File: src/rtl/apuf_eval_ctrl.sv
// Arbiter-PUF evaluation sequencer: loads a challenge, fires the chain NREP times,
// counts arbiter ones through a synchronizer and presents the majority-voted response.
module apuf_eval_ctrl #(
    parameter int nStage = 16,
    parameter int SETTLE = 8,
    parameter int NREP   = 7
) (
    input  logic              clk,
    input  logic              rst_n,
    input  logic [nStage-1:0] chal_in,
    input  logic              chal_valid,
    output logic              chal_ready,
    output logic [nStage-1:0] c,
    output logic              trig,
    input  logic              arb_bit,
    output logic              resp,
    output logic [3:0]        ones_cnt,
    output logic              resp_valid,
    input  logic              resp_ready
);
    // state | meaning
    // IDLE  | waiting for a challenge, chal_ready=1
    // LOAD  | challenge applied, chain settling, trig=0
    // FIRE  | trig=1, arbiter resolving; sample taken in last cycle
    // RELAX | trig=0, chain returning to rest before next repetition
    // DONE  | resp/ones_cnt presented until resp_ready
    typedef enum logic [2:0] {IDLE, LOAD, FIRE, RELAX, DONE} state_t;

    localparam logic [7:0] T_PHASE = 8'(SETTLE - 1);
    localparam logic [7:0] T_FIRE  = 8'(SETTLE);
    localparam logic [3:0] N_REP   = 4'(NREP);
    localparam logic [3:0] N_HALF  = 4'(NREP / 2);

    state_t     state;
    logic [7:0] timer;
    logic       fire_tail;
    logic [3:0] rep_cnt;
    logic       sync1, sync2;

    always_ff @(posedge clk or negedge rst_n) begin
        if (!rst_n) begin
            sync1 <= 1'b0;
            sync2 <= 1'b0;
        end else begin
            sync1 <= arb_bit;
            sync2 <= sync1;
        end
    end

    always_ff @(posedge clk or negedge rst_n) begin
        if (!rst_n) begin
            state      <= IDLE;
            timer      <= 8'd0;
            fire_tail  <= 1'b0;
            rep_cnt    <= 4'd0;
            c          <= '0;
            trig       <= 1'b0;
            resp       <= 1'b0;
            ones_cnt   <= 4'd0;
            resp_valid <= 1'b0;
            chal_ready <= 1'b1;
        end else begin
            case (state)
                IDLE: begin
                    if (chal_valid) begin
                        c          <= chal_in;
                        ones_cnt   <= 4'd0;
                        rep_cnt    <= 4'd0;
                        timer      <= T_PHASE;
                        chal_ready <= 1'b0;
                        state      <= LOAD;
                    end
                end
                LOAD: begin
                    if (timer == 8'd0) begin
                        trig      <= 1'b1;
                        timer     <= T_FIRE;
                        fire_tail <= 1'b0;
                        state     <= FIRE;
                    end else begin
                        timer <= timer - 8'd1;
                    end
                end
                FIRE: begin
                    // SETTLE+2 cycles: count SETTLE..0, then one tail cycle so the
                    // 8-bit timer never needs to hold SETTLE+1.
                    if (timer != 8'd0) begin
                        timer <= timer - 8'd1;
                    end else if (!fire_tail) begin
                        fire_tail <= 1'b1;
                    end else begin
                        if (sync2 && (ones_cnt < N_REP))
                            ones_cnt <= ones_cnt + 4'd1;
                        rep_cnt   <= rep_cnt + 4'd1;
                        trig      <= 1'b0;
                        fire_tail <= 1'b0;
                        timer     <= T_PHASE;
                        state     <= RELAX;
                    end
                end
                RELAX: begin
                    if (timer == 8'd0) begin
                        if (rep_cnt < N_REP) begin
                            trig      <= 1'b1;
                            timer     <= T_FIRE;
                            fire_tail <= 1'b0;
                            state     <= FIRE;
                        end else begin
                            resp       <= (ones_cnt > N_HALF);
                            resp_valid <= 1'b1;
                            state      <= DONE;
                        end
                    end else begin
                        timer <= timer - 8'd1;
                    end
                end
                DONE: begin
                    if (resp_ready) begin
                        resp_valid <= 1'b0;
                        chal_ready <= 1'b1;
                        state      <= IDLE;
                    end
                end
                default: state <= IDLE;
            endcase
        end
    end
endmodule

File: config.mk
export PLATFORM = sky130hd
export DESIGN_NAME = apuf_eval_ctrl
export DESIGN_NICKNAME = d
export VERILOG_FILES = /design/src/rtl/apuf_eval_ctrl.sv
export SDC_FILE = /design/constraint.sdc
export NUM_CORES = 1
export LEC_CHECK = 0
export BUFFER_PORTS_ARGS = -buffer_cell sky130_fd_sc_hd__buf_4
export CAP_MARGIN = 10
export CORE_MARGIN = 4
export CORE_UTILIZATION = 48
export DETAILED_ROUTE_END_ITERATION = 8
export PLACE_DENSITY_LB_ADDON = 0.05
export SLEW_MARGIN = 25
export SYNTH_ARGS = -nofsm -noshare
export SYNTH_HDL_FRONTEND = slang
export SYNTH_SLANG_ARGS = --single-unit
File: constraint.sdc
create_clock -name clk -period 1.86 [get_ports clk]
set_input_delay 0.093 -clock clk [delete_from_list [all_inputs] [get_ports clk]]
set_output_delay 0.093 -clock clk [all_outputs]
set_load 0.1 [all_outputs]
Yosys cells after proc, flatten, opt, wreduce, memory -nomap -nowiden
Index checks and enable logic that the tools add are counted.

Add/sub/neg operators: 3. $lt $le $gt $ge: 3. Eq/ne operators: 15. Mux-type cells: 42. Bitwise operators: 1. Reductions and logical operators: 19.

Operators with widths (number): two-way mux 8 bit (6); case mux 8 bit (4 select lines) (1); two-way mux 4 bit (6); two-way mux 3 bit (7); inequality test 2 bit (second input constant) (9); case mux 4 bit (2 select lines) (2); two-way mux 1 bit (15); case mux 3 bit (5 select lines) (1); AND reduction 4 bit (3); AND reduction 6 bit (2); AND reduction 5 bit (2); adder 4 x 1 -> 4 bit (second input constant) (2); zero test 8 bit (1); less-than comparator 4 x 3 -> 1 bit (second input constant) (2); nonzero test 8 bit (1); subtractor 8 x 1 -> 8 bit (second input constant) (1); equality test 3 x 2 -> 1 bit (second input constant) (2); inequality test 3 bit (second input constant) (2); case mux 1 bit (3 select lines) (2); AND reduction 3 bit (2); nonzero test 2 bit (3); > comparator 4 x 2 -> 1 bit (second input constant) (1); case mux 1 bit (2 select lines) (2); nonzero test 4 bit (1); other kinds (7) (7).

Flip-flop bits (word level): 42. Bits of input ports: 21. Output and inout bits: 24. Word-level logic and storage cells: 95.

Depth between registers and ports, before layout
Word-level depth: 6. Depth in mapped cells: 7. Depth with buffers taken out: 6.

Worst setup path after synthesis
No wires, ideal clock.

Path type: flip-flop to flip-flop. From: register ones_cnt[0]. To: register ones_cnt[0]. Library setup time: 0.126 ns. Arrival time: 1.888 ns. Required time: 1.734 ns. Setup slack: -0.154 ns. Cell stages (with the launch flop): 6. Cells stage by stage: dfrtp_1 -> ha_1 -> nand2_1 -> nand4_1 -> a21oi_1 -> mux2_2.

Longest elaborated chain between the ends: 5. Elaborated cells on any way between the ends: 9. Classes of those cells: add/sub (1); order compare (1); eq/ne (1); mux (4); reduce/logical (2).

RTL lines: start, declared (RTL line 17) `output logic [3:0] ones_cnt,`; start signal, assigned (RTL line 93) `ones_cnt <= ones_cnt + 4'd1;`; adder 4 x 1 -> 4 bit (RTL line 93); two-way mux 4 bit (RTL line 92) `if (sync2 && (ones_cnt < N_REP))`; two-way mux 4 bit (RTL line 89) `end else if (!fire_tail) begin`; two-way mux 4 bit (RTL line 87) `if (timer != 8'd0) begin`; case mux 4 bit (2 select lines) (RTL line 63) `case (state)`.

Several ways; a longest one is shown, not always the timed one. The select of a mux whose other input is x is not followed. A chain may end at the register's enable or synchronous reset.

Worst setup path after layout
From: register timer[3]. To: register fire_tail.

Longest elaborated chain between the ends: 3. Elaborated cells on any way between the ends: 6. Classes of those cells: eq/ne (3); reduce/logical (3).

RTL lines: start, declared (RTL line 35) `logic [7:0] timer;`; start signal, assigned (RTL line 81) `timer <= timer - 8'd1;`; start signal, assigned (RTL line 88) `timer <= timer - 8'd1;`; start signal, assigned (RTL line 114) `timer <= timer - 8'd1;`; zero test 8 bit or nonzero test 8 bit (tied branches) (RTL line 75, 102, 87); inequality test 2 bit (no line); AND reduction 5 bit (no line) (*); end signal, assigned (RTL line 78) `fire_tail <= 1'b0;`; end signal, assigned (RTL line 90) `fire_tail <= 1'b1;`; end signal, assigned (RTL line 106) `fire_tail <= 1'b0;`; end, declared (RTL line 36) `logic fire_tail;`.

Mark *: on every way between the ends. The rest lies on a longest branch, timed or not.

==> metrics <==
drt first pass iters 4; I/O Buffers 44; Fin. Hold Viols 0; count of final setup violators 0; Worst path max stage delay roughly 0.59 ns; Largest delay share family, worst path simple AND/OR/NAND/NOR gates; critical path's slowest cell or4_4; GRT Util Overall 0.211; Reg-to-Reg Start timer[3]; syn nets between 200 and 250; crit-path max FO 4; Post-Syn Area per Cell between 9 and 10 sq um; leakage 1.47 nW; CTS H-Tree Depth 2; Crit Path Class reg -> reg; via count between 1500 and 2000; status complete, no violations; Starting Density 0.502; Die X around 73 um; Inserted Clock Buffers 5; largest net degree at the start of global routing 43; M1 GR Usage 0.270; crit start category register; flops & latches, synth between 40 and 50; wire per inst 14.3 um; Top Ports 45; skew final about 0.011 ns; DIE AREA between 5000 and 6000 sq um; Post-Syn Instances ~220; pre-CTS setup slack -0.0127 ns; Yosys warning count 0; NumNets Final 330; Layout area overhead 46.2%; worst hold path startpoint chal_valid; antenna viol nets, final 0; slew margin rel. 0.653; share of cells above drive strength 1 0.346; GR peak layer met2; die height 73.1 um; WP data required 2.06 ns; hold path cells 4; first-pass GRT wire length between 8000 and 9000 um; Final Max Tran Viols 0; area of the multi-input gates 976 sq um; Filler cells around 300; final hold slack 0.123 ns; diode count 0; Peak Freq between 0.5 and 0.6 GHz; Worst EP arrival ~2.0 ns; register area 1060 sq um; final WL between 5000 and 6000 um; top post-synthesis cells by area dfrtp_1 50%, nand2_1 12%, a21oi_1 3.0%, o21ai_0 2.7%, ha_1 2.5%; min Tclk post-route ~1.8 ns; vias per cell around 5.3; Worst Setup SP timer[3]; dpl hpwl about 3400 um; post-synthesis async set-or-reset flop share 1.00; Final Wtd Congestion around 0.81; DRC errors left 0; Iter 0 DRT Violations around 120; clk buf depth 2; class of the worst hold path in -> reg; vias in the first global route just under 2000; cells on worst reg2reg path 4; dominant synthesized flop cell dfrtp_1; period utilization 0.968; Max rail drop VDD between 1 and 1.5 mV; core area ~4000 sq um; post-synthesis sequential area ratio 0.517; TritonCTS clock tree done; cell taking the most area after synthesis dfrtp_1; met2 Use GR 0.350; clock sinks 42; CP Buf/Inv Count 0; Root Driver clkbuf_8; share of the synthesized area in the top cell type 0.504; fin worst setup slack 0.0601 ns; Post-synth EDFFs 0; initial antenna violation count 0; Synth cell types 45; Mapped Area between 2000 and 2500 sq um; cell breakdown of the critical path or4_4 -> nor2_4 -> and3_4 -> mux2_2; cell depth of the worst setup path 4; number of core rows 23; Worst-Skew Late Latency 0.30 ns; met3 Use GR 0.0551; clk slew on worst S/H paths ~0.090 ns; nature of the critical path endpoint register; pwr/cell area 1600 nW/um^2; max_cap viols 0; gr ovfl total 0; Worst-Margin Slew about 0.52 ns
==> area by class of cell <==
class | count | area share
clock buffers | 5 | 0.0231
flip-flops and latches | 42 | 0.355
clock inverters | 3 | 0.0231
well taps | 50 | 0.0210
repair buffers | 90 | 0.243
multi-input cells | 161 | 0.328
inverters | 5 | 0.00631
==> cells by family (layout without fill, tap and decap cells) <==
kind of cell | after synthesis | count (layout) | synth area share
adders and majority gates | 4 | 4 | 0.0246
AOI/OAI and AO/OA | 50 | 50 | 0.164
buffers and inverters | 12 | 103 | 0.0240
xor gates and xnor gates | 1 | 1 | 0.00430
muxes | 6 | 6 | 0.0320
DFF | 42 | 42 | 0.517
and+or+nand+nor | 100 | 100 | 0.234
==> state kept, by name, summed over array words and instances, names as in the netlist, 3 cells and up <==
register / flops
ones_cnt: 4
state: 3
rep_cnt: 4
c: 16
timer: 8
==> cells in the mapped netlist, drive strengths merged, types with 4 or more instances <==
master	instances
a21oi	12
a22o	4
and3	4
buf	4
dfrtp	41
ha	4
inv	5
mux2	4
nand2	63
nor2	10
o21ai	11
==> power by group <==
group | internal [mW] | switching [mW] | total [mW]
logic | 0.661 | 1.91 | 2.57
registers | 1.14 | 0.161 | 1.30
clock network | 0.538 | 0.337 | 0.875
total | 2.34 | 2.41 | 4.75
==> final timing paths <==
kind	end	slack [ns]
hold / removal	chal_ready	0.12
setup / recovery	fire_tail	0.06
max in group asynchronous	timer[5]	1.17
hold reg to reg	sync2	0.36
min in group asynchronous	sync2	0.31
setup reg to reg	fire_tail	0.06
==> metal layers <==
| layer | vias to the layer above | part of all wire | routed length, um |
|---|---|---|---|
| li1 | 941 | - | - |
| met1 | 896 | 0.45 | 2300 |
| met2 | 54 | 0.48 | 2430 |
| met3 | 5 | 0.056 | 285 |
| met4 | 0 | 0.013 | 64 |
| met5 | - | 0 | 0 |
==> stage by stage <==
stage | instance area [sq um] | TNS (ns) | utilization | cells | total power, mW
after global routing | 2980 | -0.0102 | 0.733 | 356 | 4.98
after global placement | 2590 | 0 | 0.638 | 327 | 3.80
final | 2980 | 0 | 0.733 | 356 | 4.75
after floorplan | 2040 | 0 | - | 215 | 3.16
after CTS | 2920 | 0 | 0.720 | 354 | 4.73
after detailed placement | 2590 | -0.0127 | 0.638 | 327 | 3.81
==> worst min-delay path, delay by kind of cell <==
| family | cells | cell delay (ns) |
|---|---|---|
| buffers and inverters | 1 | 0.11 |
| AND/OR/NAND/NOR | 2 | 0.10 |
| AO/OA/AOI/OAI | 1 | 0.13 |
==> cells in the final DEF (no fill, tap or decap), types with 2 or more instances in the layout <==
cell,Yosys,final
o211ai_1,2,2
o31ai_1,3,3
dlygate4sd3_1,0,19
a21oi_1,12,9
a21oi_2,0,3
nand2b_1,2,2
mux2_2,4,4
o21ai_0,11,11
mux2i_1,2,2
nand2_1,63,62
or2_2,2,2
bufinv_16,0,2
nand4_1,2,2
nand3_1,3,3
dfrtp_2,0,4
nor2_1,9,9
a22o_1,4,4
a31oi_1,3,3
o41ai_1,3,3
buf_4,0,71
inv_1,5,4
a211oi_1,2,2
nor3_1,3,3
dfrtp_1,41,37
and3_1,4,3
clkbuf_8,0,5
or4_4,0,2
ha_1,4,3
==> what timing repair did <==
item,CTS,global route
resized for setup,2,11
pin swaps,0,4
hold buffers,19,0
endpoints found under the setup margin,1,10
endpoints found under the hold margin,59,0
buffers inserted,0,2
No activity file was read; power rests on OpenSTA's default activity.
